--- src/rtl/ysyx_22050039_decode_stage.sv ---
// RV64 decode stage: GPR file, pending-write scoreboard, RAW stall, one-entry output register.
// Latency: 1 cycle from accept to out_valid; 1 instr/cycle when hazard-free.
// Backpressure: in_ready drops on hazards, full-and-not-consumed output, flush or reset.
module ysyx_22050039_decode_stage #(
    parameter int XLEN         = 64,
    parameter int NR_REG       = 32,
    parameter int REG_SEL      = 5,
    parameter int MAX_INFLIGHT = 3
) (
    input  logic               clk,
    input  logic               rst,
    input  logic               in_valid,
    output logic               in_ready,
    input  logic [31:0]        in_inst,
    input  logic [XLEN-1:0]    in_pc,
    output logic               out_valid,
    input  logic               out_ready,
    output logic [XLEN-1:0]    out_pc,
    output logic [2:0]         out_type,
    output logic [6:0]         out_opcode,
    output logic [2:0]         out_funct3,
    output logic [6:0]         out_funct7,
    output logic [REG_SEL-1:0] out_rd,
    output logic               out_rd_wen,
    output logic               out_pc_wen,
    output logic [XLEN-1:0]    out_src1,
    output logic [XLEN-1:0]    out_src2,
    output logic [XLEN-1:0]    out_imm,
    input  logic               wb_valid,
    input  logic [REG_SEL-1:0] wb_rd,
    input  logic [XLEN-1:0]    wb_data,
    input  logic               flush
);

    localparam int CW = $clog2(MAX_INFLIGHT + 1);
    localparam logic [CW:0] MAX_CNT = (CW + 1)'(MAX_INFLIGHT);

    typedef enum logic [2:0] {
        T_R   = 3'd0,
        T_I   = 3'd1,
        T_S   = 3'd2,
        T_B   = 3'd3,
        T_U   = 3'd4,
        T_J   = 3'd5,
        T_SYS = 3'd6,
        T_ILL = 3'd7
    } inst_type_t;

    typedef struct packed {
        logic [XLEN-1:0]    pc;
        logic [2:0]         itype;
        logic [6:0]         opcode;
        logic [2:0]         funct3;
        logic [6:0]         funct7;
        logic [REG_SEL-1:0] rd;
        logic               rd_wen;
        logic               pc_wen;
        logic [XLEN-1:0]    src1;
        logic [XLEN-1:0]    src2;
        logic [XLEN-1:0]    imm;
    } dec_t;

    logic [XLEN-1:0]    gpr [NR_REG];
    logic [CW-1:0]      cnt [NR_REG];
    dec_t               dec_d;
    dec_t               out_q;
    logic               out_vld_q;

    inst_type_t         itype;
    logic [6:0]         opcode;
    logic [REG_SEL-1:0] rd;
    logic [REG_SEL-1:0] rs1;
    logic [REG_SEL-1:0] rs2;
    logic [XLEN-1:0]    imm;
    logic [XLEN-1:0]    rs1_val;
    logic [XLEN-1:0]    rs2_val;
    logic               use_rs1;
    logic               use_rs2;
    logic               dec_rd_wen;
    logic               out_wr;
    logic               rs1_haz;
    logic               rs2_haz;
    logic               rd_haz;
    logic [CW:0]        rd_pend;
    logic               accept;
    logic               out_fire;
    logic [NR_REG-1:0]  sb_inc;
    logic [NR_REG-1:0]  sb_dec;

    assign opcode = in_inst[6:0];
    assign rd     = in_inst[7 +: REG_SEL];
    assign rs1    = in_inst[15 +: REG_SEL];
    assign rs2    = in_inst[20 +: REG_SEL];

    always_comb begin
        itype = T_ILL;
        case (opcode)
            7'b0110011, 7'b0111011:                         itype = T_R;
            7'b0010011, 7'b0011011, 7'b0000011, 7'b1100111: itype = T_I;
            7'b0100011:                                     itype = T_S;
            7'b1100011:                                     itype = T_B;
            7'b0110111, 7'b0010111:                         itype = T_U;
            7'b1101111:                                     itype = T_J;
            default: itype = (in_inst == 32'h0010_0073) ? T_SYS : T_ILL;
        endcase
    end

    always_comb begin
        imm = '0;
        case (itype)
            T_I: imm = {{(XLEN-12){in_inst[31]}}, in_inst[31:20]};
            T_S: imm = {{(XLEN-12){in_inst[31]}}, in_inst[31:25], in_inst[11:7]};
            T_B: imm = {{(XLEN-12){in_inst[31]}}, in_inst[7], in_inst[30:25], in_inst[11:8], 1'b0};
            T_U: imm = {{(XLEN-32){in_inst[31]}}, in_inst[31:12], 12'b0};
            T_J: imm = {{(XLEN-20){in_inst[31]}}, in_inst[19:12], in_inst[20], in_inst[30:21], 1'b0};
            default: imm = '0;
        endcase
    end

    assign use_rs1    = (itype == T_R) || (itype == T_I) || (itype == T_S) || (itype == T_B);
    assign use_rs2    = (itype == T_R) || (itype == T_S) || (itype == T_B);
    assign dec_rd_wen = ((itype == T_R) || (itype == T_I) || (itype == T_U) || (itype == T_J))
                        && (rd != '0);

    // Write-first read: a same-cycle writeback wins over the stored value.
    assign rs1_val = (rs1 == '0) ? '0 : (wb_valid && wb_rd == rs1) ? wb_data : gpr[rs1];
    assign rs2_val = (rs2 == '0) ? '0 : (wb_valid && wb_rd == rs2) ? wb_data : gpr[rs2];

    always_comb begin
        dec_d        = '0;
        dec_d.pc     = in_pc;
        dec_d.itype  = itype;
        dec_d.opcode = opcode;
        dec_d.funct3 = in_inst[14:12];
        dec_d.funct7 = in_inst[31:25];
        dec_d.rd     = rd;
        dec_d.rd_wen = dec_rd_wen;
        dec_d.pc_wen = (itype == T_B) || (itype == T_J) || (opcode == 7'b1100111 && itype == T_I);
        dec_d.src1   = use_rs1 ? rs1_val : '0;
        dec_d.src2   = use_rs2 ? rs2_val : ((itype == T_I) ? imm : '0);
        dec_d.imm    = imm;
    end

    // The held output counts as a pending writer until it fires into cnt.
    assign out_wr  = out_vld_q && out_q.rd_wen;
    assign rs1_haz = use_rs1 && (rs1 != '0) &&
                     ((out_wr && out_q.rd == rs1) ||
                      (cnt[rs1] != '0 && !(cnt[rs1] == CW'(1) && wb_valid && wb_rd == rs1)));
    assign rs2_haz = use_rs2 && (rs2 != '0) &&
                     ((out_wr && out_q.rd == rs2) ||
                      (cnt[rs2] != '0 && !(cnt[rs2] == CW'(1) && wb_valid && wb_rd == rs2)));
    assign rd_pend = {1'b0, cnt[rd]} + {{CW{1'b0}}, (out_wr && out_q.rd == rd)};
    assign rd_haz  = dec_rd_wen && (rd_pend >= MAX_CNT);

    assign in_ready = rst && !(rs1_haz || rs2_haz || rd_haz || (out_vld_q && !out_ready) || flush);
    assign accept   = in_valid && in_ready;
    assign out_fire = out_vld_q && out_ready && !flush;

    always_ff @(posedge clk or negedge rst) begin
        if (!rst) begin
            out_vld_q <= 1'b0;
            out_q     <= '0;
        end else if (accept) begin
            out_vld_q <= 1'b1;
            out_q     <= dec_d;
        end else if (flush || out_fire) begin
            out_vld_q <= 1'b0;
        end
    end

    always_comb begin
        sb_inc = '0;
        sb_dec = '0;
        if (out_fire && out_q.rd_wen) sb_inc[out_q.rd] = 1'b1;
        if (wb_valid)                 sb_dec[wb_rd]    = 1'b1;
    end

    always_ff @(posedge clk or negedge rst) begin
        if (!rst) begin
            for (int r = 0; r < NR_REG; r++) cnt[r] <= '0;
        end else begin
            for (int r = 0; r < NR_REG; r++) begin
                if (sb_inc[r] && !sb_dec[r])
                    cnt[r] <= cnt[r] + CW'(1);
                else if (sb_dec[r] && !sb_inc[r] && cnt[r] != '0)
                    cnt[r] <= cnt[r] - CW'(1);
            end
        end
    end

    always_ff @(posedge clk or negedge rst) begin
        if (!rst) begin
            for (int r = 0; r < NR_REG; r++) gpr[r] <= '0;
        end else if (wb_valid && wb_rd != '0) begin
            gpr[wb_rd] <= wb_data;
        end
    end

    assign out_valid  = out_vld_q;
    assign out_pc     = out_q.pc;
    assign out_type   = out_q.itype;
    assign out_opcode = out_q.opcode;
    assign out_funct3 = out_q.funct3;
    assign out_funct7 = out_q.funct7;
    assign out_rd     = out_q.rd;
    assign out_rd_wen = out_q.rd_wen;
    assign out_pc_wen = out_q.pc_wen;
    assign out_src1   = out_q.src1;
    assign out_src2   = out_q.src2;
    assign out_imm    = out_q.imm;

endmodule
--- config.mk ---
export PLATFORM = sky130hd
export DESIGN_NAME = ysyx_22050039_decode_stage
export DESIGN_NICKNAME = d
export VERILOG_FILES = /design/src/rtl/ysyx_22050039_decode_stage.sv
export SDC_FILE = /design/constraint.sdc
export NUM_CORES = 2
export LEC_CHECK = 0
export BUFFER_PORTS_ARGS = -buffer_cell sky130_fd_sc_hd__buf_4
export CAP_MARGIN = 10
export CORE_AREA = 2 2 650 652
export DETAILED_ROUTE_END_ITERATION = 16
export DIE_AREA = 0 0 652 654
export PLACE_DENSITY = 0.44
export SLEW_MARGIN = 20
export SYNTH_ARGS = -nofsm -noshare
export SYNTH_HDL_FRONTEND = slang
export SYNTH_SLANG_ARGS = --single-unit
--- constraint.sdc ---
create_clock -name clk -period 3.9 [get_ports clk]
set_input_delay 0.195 -clock clk [delete_from_list [all_inputs] [get_ports clk]]
set_output_delay 0.195 -clock clk [all_outputs]
set_load 0.05 [all_outputs]
* Yosys cells after proc, flatten, opt, wreduce, memory -nomap -nowiden
Index checks and enable logic that the tools add are counted.
Widths: inputs -> output; s select.
** Storage, ports and cells
- Input bits :: 171
- Register bits :: 2396
- Output and inout port bits :: 285
- Logic and storage cells :: 566
** Operators by class
- Bitwise operators :: 4
- Reduce and logical (&&, ||, !) cells :: 287
- Magnitude comparators :: 10
- Multiplexer cells :: 100
- Equal/unequal tests :: 24
- Add/subtract/negate cells :: 65
** Operator list (number)
- $bwmux 2048 :: 1
- $mux 64 :: 12
- $bmux 64 s5 :: 2
- $demux 64 s5 :: 1
- $pmux 64 s5 :: 1
- $mux 2 :: 70
- $reduce_bool 2->1 :: 67
- $logic_and 1x1->1 :: 125
- $logic_not 1->1 :: 69
- $add 2x1->2 const B :: 32
- $mux 32 :: 2
- $sub 2x1->2 const B :: 32
- $eq 32x21->1 const B :: 1
- $bmux 2 s5 :: 3
- $eq 7x6->1 const B :: 4
- $eq 5x5->1 :: 5
- $ge 6x6->1 const B :: 4
- $not 5->6 :: 4
- $eq 7x5->1 const B :: 3
- $eq 7x7->1 const B :: 3
- $reduce_bool 5->1 :: 4
- $pmux 3 s6 :: 1
- $logic_or 1x1->1 :: 16
- $lt 5x6->1 const B :: 2
- other kinds (15) :: 26

* Longest topological paths before layout
- Word-level depth :: 19
- Depth in mapped cells :: 18
- Mapped depth without buffers :: 13

* Worst setup path after synthesis
OpenSTA, ideal clock, no wires.
- Path type :: in2reg
- Start :: input port in_inst[8]
- End :: register out_q (netlist bit out_src1[0])
- Buffers on the path :: 5
- Stages :: 16
- Arrival time :: 3.590 ns
- Setup slack :: 0.185 ns
- Required time :: 3.775 ns
- Setup time :: 0.125 ns
- Path through :: buf_2 > buf_1 > mux4_2 > mux4_2 > nand2_1 > o31ai_1 > ha_1 > ha_1 > a21o_1 > a31oi_1 > nand2_1 > a211oi_1 > buf_2 > buf_6 > buf_6 > mux2_4
** Between the ends
- Longest elaborated chain between the ends :: 16
- Elaborated cells on any way between the ends :: 39
- Classes of those cells :: add/sub: 1; order compare: 1; eq/ne: 7; mux: 6; bitwise: 1; reduce/logical: 23
** Ends and longest elaborated chain
- from (decl) :: RTL line 14 : input logic [31:0] in_inst,
- branches (longest 16 deep; another with $add 2x1->3)
- to (signal assigned) :: RTL line 162 : out_q <= '0;
- to (signal assigned) :: RTL line 165 : out_q <= dec_d;
- to (decl) :: RTL line 66 : dec_t out_q;
Parallel ways; which one is timed is not known. The select of a mux whose other input is x is not followed.
A chain may end at the register's enable or synchronous reset.

* Worst setup path in the final report
- Start :: register cnt[32] (netlist name)
- End :: output port in_ready
** Between the ends
- Longest elaborated chain between the ends :: 16
- Elaborated cells on any way between the ends :: 34
- Classes of those cells :: add/sub: 1; order compare: 1; eq/ne: 2; mux: 9; reduce/logical: 21
** Ends and longest elaborated chain
- from (decl) :: RTL line 64 : logic [CW-1:0] cnt [NR_REG];
- from (signal, indexed assignment) :: RTL line 184 : cnt[r] <= cnt[r] + CW'(1);
- from (signal, indexed assignment) :: RTL line 186 : cnt[r] <= cnt[r] - CW'(1);
- branches (longest 11 deep; another with $add 2x1->3)
- $logic_or 1x1->1 (*) (3 in series) :: RTL line 155 : assign in_ready = rst && !(rs1_haz || rs2_haz || rd_haz || (out_vld_q && !out_ready) || flush);
- $logic_not 1->1 (*) :: RTL line 155
- $logic_and 1x1->1 (*) :: RTL line 155
- to (decl) :: RTL line 13 : output logic in_ready,
Every way passes the cells marked *. The select of a mux whose other input is x is not followed.

==> impl_metrics.ini <==
[run_status]
outcome = finished, violations left
violations = negative setup slack

[floorplan]
fp.dieH_um = 654
num_rows = 238
design.portCount = 456
start_util_pct = 29.9
die_area_um2 = 426000
core-area_um2 = 419000
die_x_um = 652

[power]
finalPower_w = 0.0759
p_leak_nw = 63.9
peakVddDrop_mv = 0.345
powerDensity_nw_per_um2 = 509

[routing]
dr.first_iter.drc_count = 6187
drtAntennaViolNets = 0
avgRoutedWirePerCell_um = 32.7
drc = 0
dr.pass1.iters = 6
routed_wl_um = 478000
via_count = 80786
avgViaCountPerCell = 5.53

[clock_tree]
htreeDepth = 5
clkLatencyLatePin_ps = 940
clock_sinks = 2364
cts_root_buffer = clkbuf_16
cts_made_buffers = 296
clk_pin_slew_ps = 60
cts.path.max_buffers = 4
cts_tree = yes

[timing]
rsz0062_at_grt = yes
hold_viol = 0
tns_ps = -7.27
drv_slew = 0
holdWs_ps = 71.2
fin_crit_ps = 3910
relSlewSlack_pct = 28.9
tightest_slew_ps = 1070
setup_viol = 1
fin_ws_ps = -7.27
period_share_pct = 100
skew_ps = 43.5
fmax_ghz = 0.256

[run]
cap_violations = 0

[worst_setup_path]
cp_max_fo = 6
worstPathRequired_ps = 3700
worstSetupEndpointType = output port
cp.arrival_ps = 3710
critPathLaunchType = flip-flop
critPathKind = reg -> out

[layout]
syn2layout_area_growth_pct = 18.8
fin_nets = 9027
stdcell_count = 14607
drive_gt1_share_pct = 51.5
layout_commonest_cell = dfrtp_1
final_cell_mix = 2361 x dfrtp_1, 1869 x mux2_2, 1256 x mux4_2
fillers = 39803

[global_routing]
grt-ovfl-total = 0
grt_usage_pct = 22.1
grt_pass1_wl_um = 681000
grt_max_degree = 166
grt_pass1_vias = 85991
antenna_found_initial = 40

[placement]
dp_cells = 13842
dpl_worst_slack_ps = -169
finalWeightedCongestion = 0.808
io_buffers = 455
hpwl_um = 276000

[synth]
synth.area.top_cells = dfrtp_1 47%, mux4_2 23%, mux2_2 17%, mux2_4 2.0%, clkbuf_1 1.9%
ys_types = 72
synth_warnings = 0
ys_ff_latch = 2364
syn_inst = 8429
synth_mux_area_share_pct = 43.6
syn_avg_cell_area_um2 = 14.9
synthFlopType = dfrtp_1
syn-cell-area_um2 = 126000
synth_edf_count = 0
synth_top_area_share_pct = 47.1
synth-adder-area-share_pct = 0.0299
synth-simple-area-share_pct = 3.15
async_flop_share_pct = 100
synth_top_family_by_area = multiplexers
yosys.area.top_type = dfrtp_1
synth-compound-area-share_pct = 2.55
seq_area_frac_synth_pct = 47.1
synth_xor_area_share_pct = 0.160
synth_nets = 8603

[min_path]
hold_class = in -> reg
[state kept, by name, indices dropped and copies added (netlist names)]
register    cells
out_imm        32
out_opcode      7
out_src2       64
out_pc_wen      1
out_rd          5
out_src1       64
gpr          2048
out_funct7      7
out_valid       1
out_type        3
cnt            64
out_pc         64
out_funct3      3
out_rd_wen      1
[Yosys cell counts (4+ instances only)]
cell         n
a211oi_1    84
a21oi_1    119
a22o_1       7
a311oi_1     4
a31oi_1     12
a32o_1       5
and2_1      19
and3_1      21
and3b_1      4
buf_1      149
buf_2      131
buf_4       40
buf_6       19
clkbuf_1   623
dfrtp_1   2364
inv_1       34
mux2_1      72
mux2_2    1869
mux2_4     166
mux2i_1    215
mux4_2    1256
nand2_1    545
nand2b_1     5
nand3_1     43
nand3b_1     9
nor2_1     195
nor2b_1      6
nor3_1      55
nor3b_1      8
o21a_1      17
o21ai_0    166
o22ai_1     54
o31ai_1     26
or2_2        4
xnor2_1     11
xor2_1      12
[power breakdown]
group / leakage, nW / internal [W] / switching [W]
Combinational: 28.6 / 0.00896 / 0.00686
Clock: 4.82 / 0.0168 / 0.0114
Sequential: 30.5 / 0.0289 / 0.00304
[kinds of logic (layout without fill, tap and decap cells)]
family                   count (synthesis)  in the layout
multiplexers                          3578           3578
flip-flops                            2364           2364
buffers and inverters                 1001           1652
AND/OR/NAND/NOR                        937            937
AO/OA/AOI/OAI                          523            523
XOR/XNOR                                23             23
adder cells (fa/ha/maj)                  3              3
other                                    0              7
[final cells by class]
type / count / area (µm²) / area share (%)
diodes: 7 / 17.5 / 0.0117
clock buffers: 441 / 8790 / 5.89
clock inverters: 84 / 997 / 0.668
inverters: 39 / 161 / 0.108
multi-input cells: 5064 / 62600 / 41.9
flip-flops and latches: 2364 / 59200 / 39.7
well taps: 5520 / 6910 / 4.63
repair buffers: 1088 / 10600 / 7.09
[routing by layer]
metal	track usage [%]	share of wire (%)	vias to the layer above
met5	0	0.021	-
met3	3.43	5.0	664
met1	30.6	45	44883
met4	6.14	3.0	16
li1	-	-	32917
met2	36.2	47	2306
[what timing repair did]
item                                     CTS  global route
pin swaps                                  6             4
endpoints found under the setup margin   208           177
resized for setup                         12             4
hold buffers                             225             0
endpoints found under the hold margin   2848             0
setup buffers                              4             4
[through the flow]
stage	cell area, µm²	util [%]
2_1_floorplan	126000	-
3_3_place_gp	137000	32.7
3_5_place_dp	137000	32.7
4_1_cts	149000	35.6
5_1_grt	149000	35.6
6_report	149000	35.6
[worst max-delay path: stages (launching register included)]
cell and delay (ps):
dfrtp_1 370, buf_4 130, buf_4 130, buf_4 140, mux4_2 450, mux2_2 300
o221a_1 310, a211o_1 410, nand2_1 90, and3b_2 270, buf_8 170
[worst paths after layout]
path                           start      endpoint  slack, ps  cells past startpoint
max in group asynchronous        rst     gpr[2006]       1670                      5
min reg2reg                gpr[2006]     gpr[2006]        390                      0
min in group asynchronous        rst    out_pc[43]        570                      4
min                        in_pc[49]    out_pc[49]         70                      3
max reg2reg                  cnt[56]  out_src2[21]         80                     13
max                          cnt[32]      in_ready         -7                     10
Power figures use the tool's default switching activity.
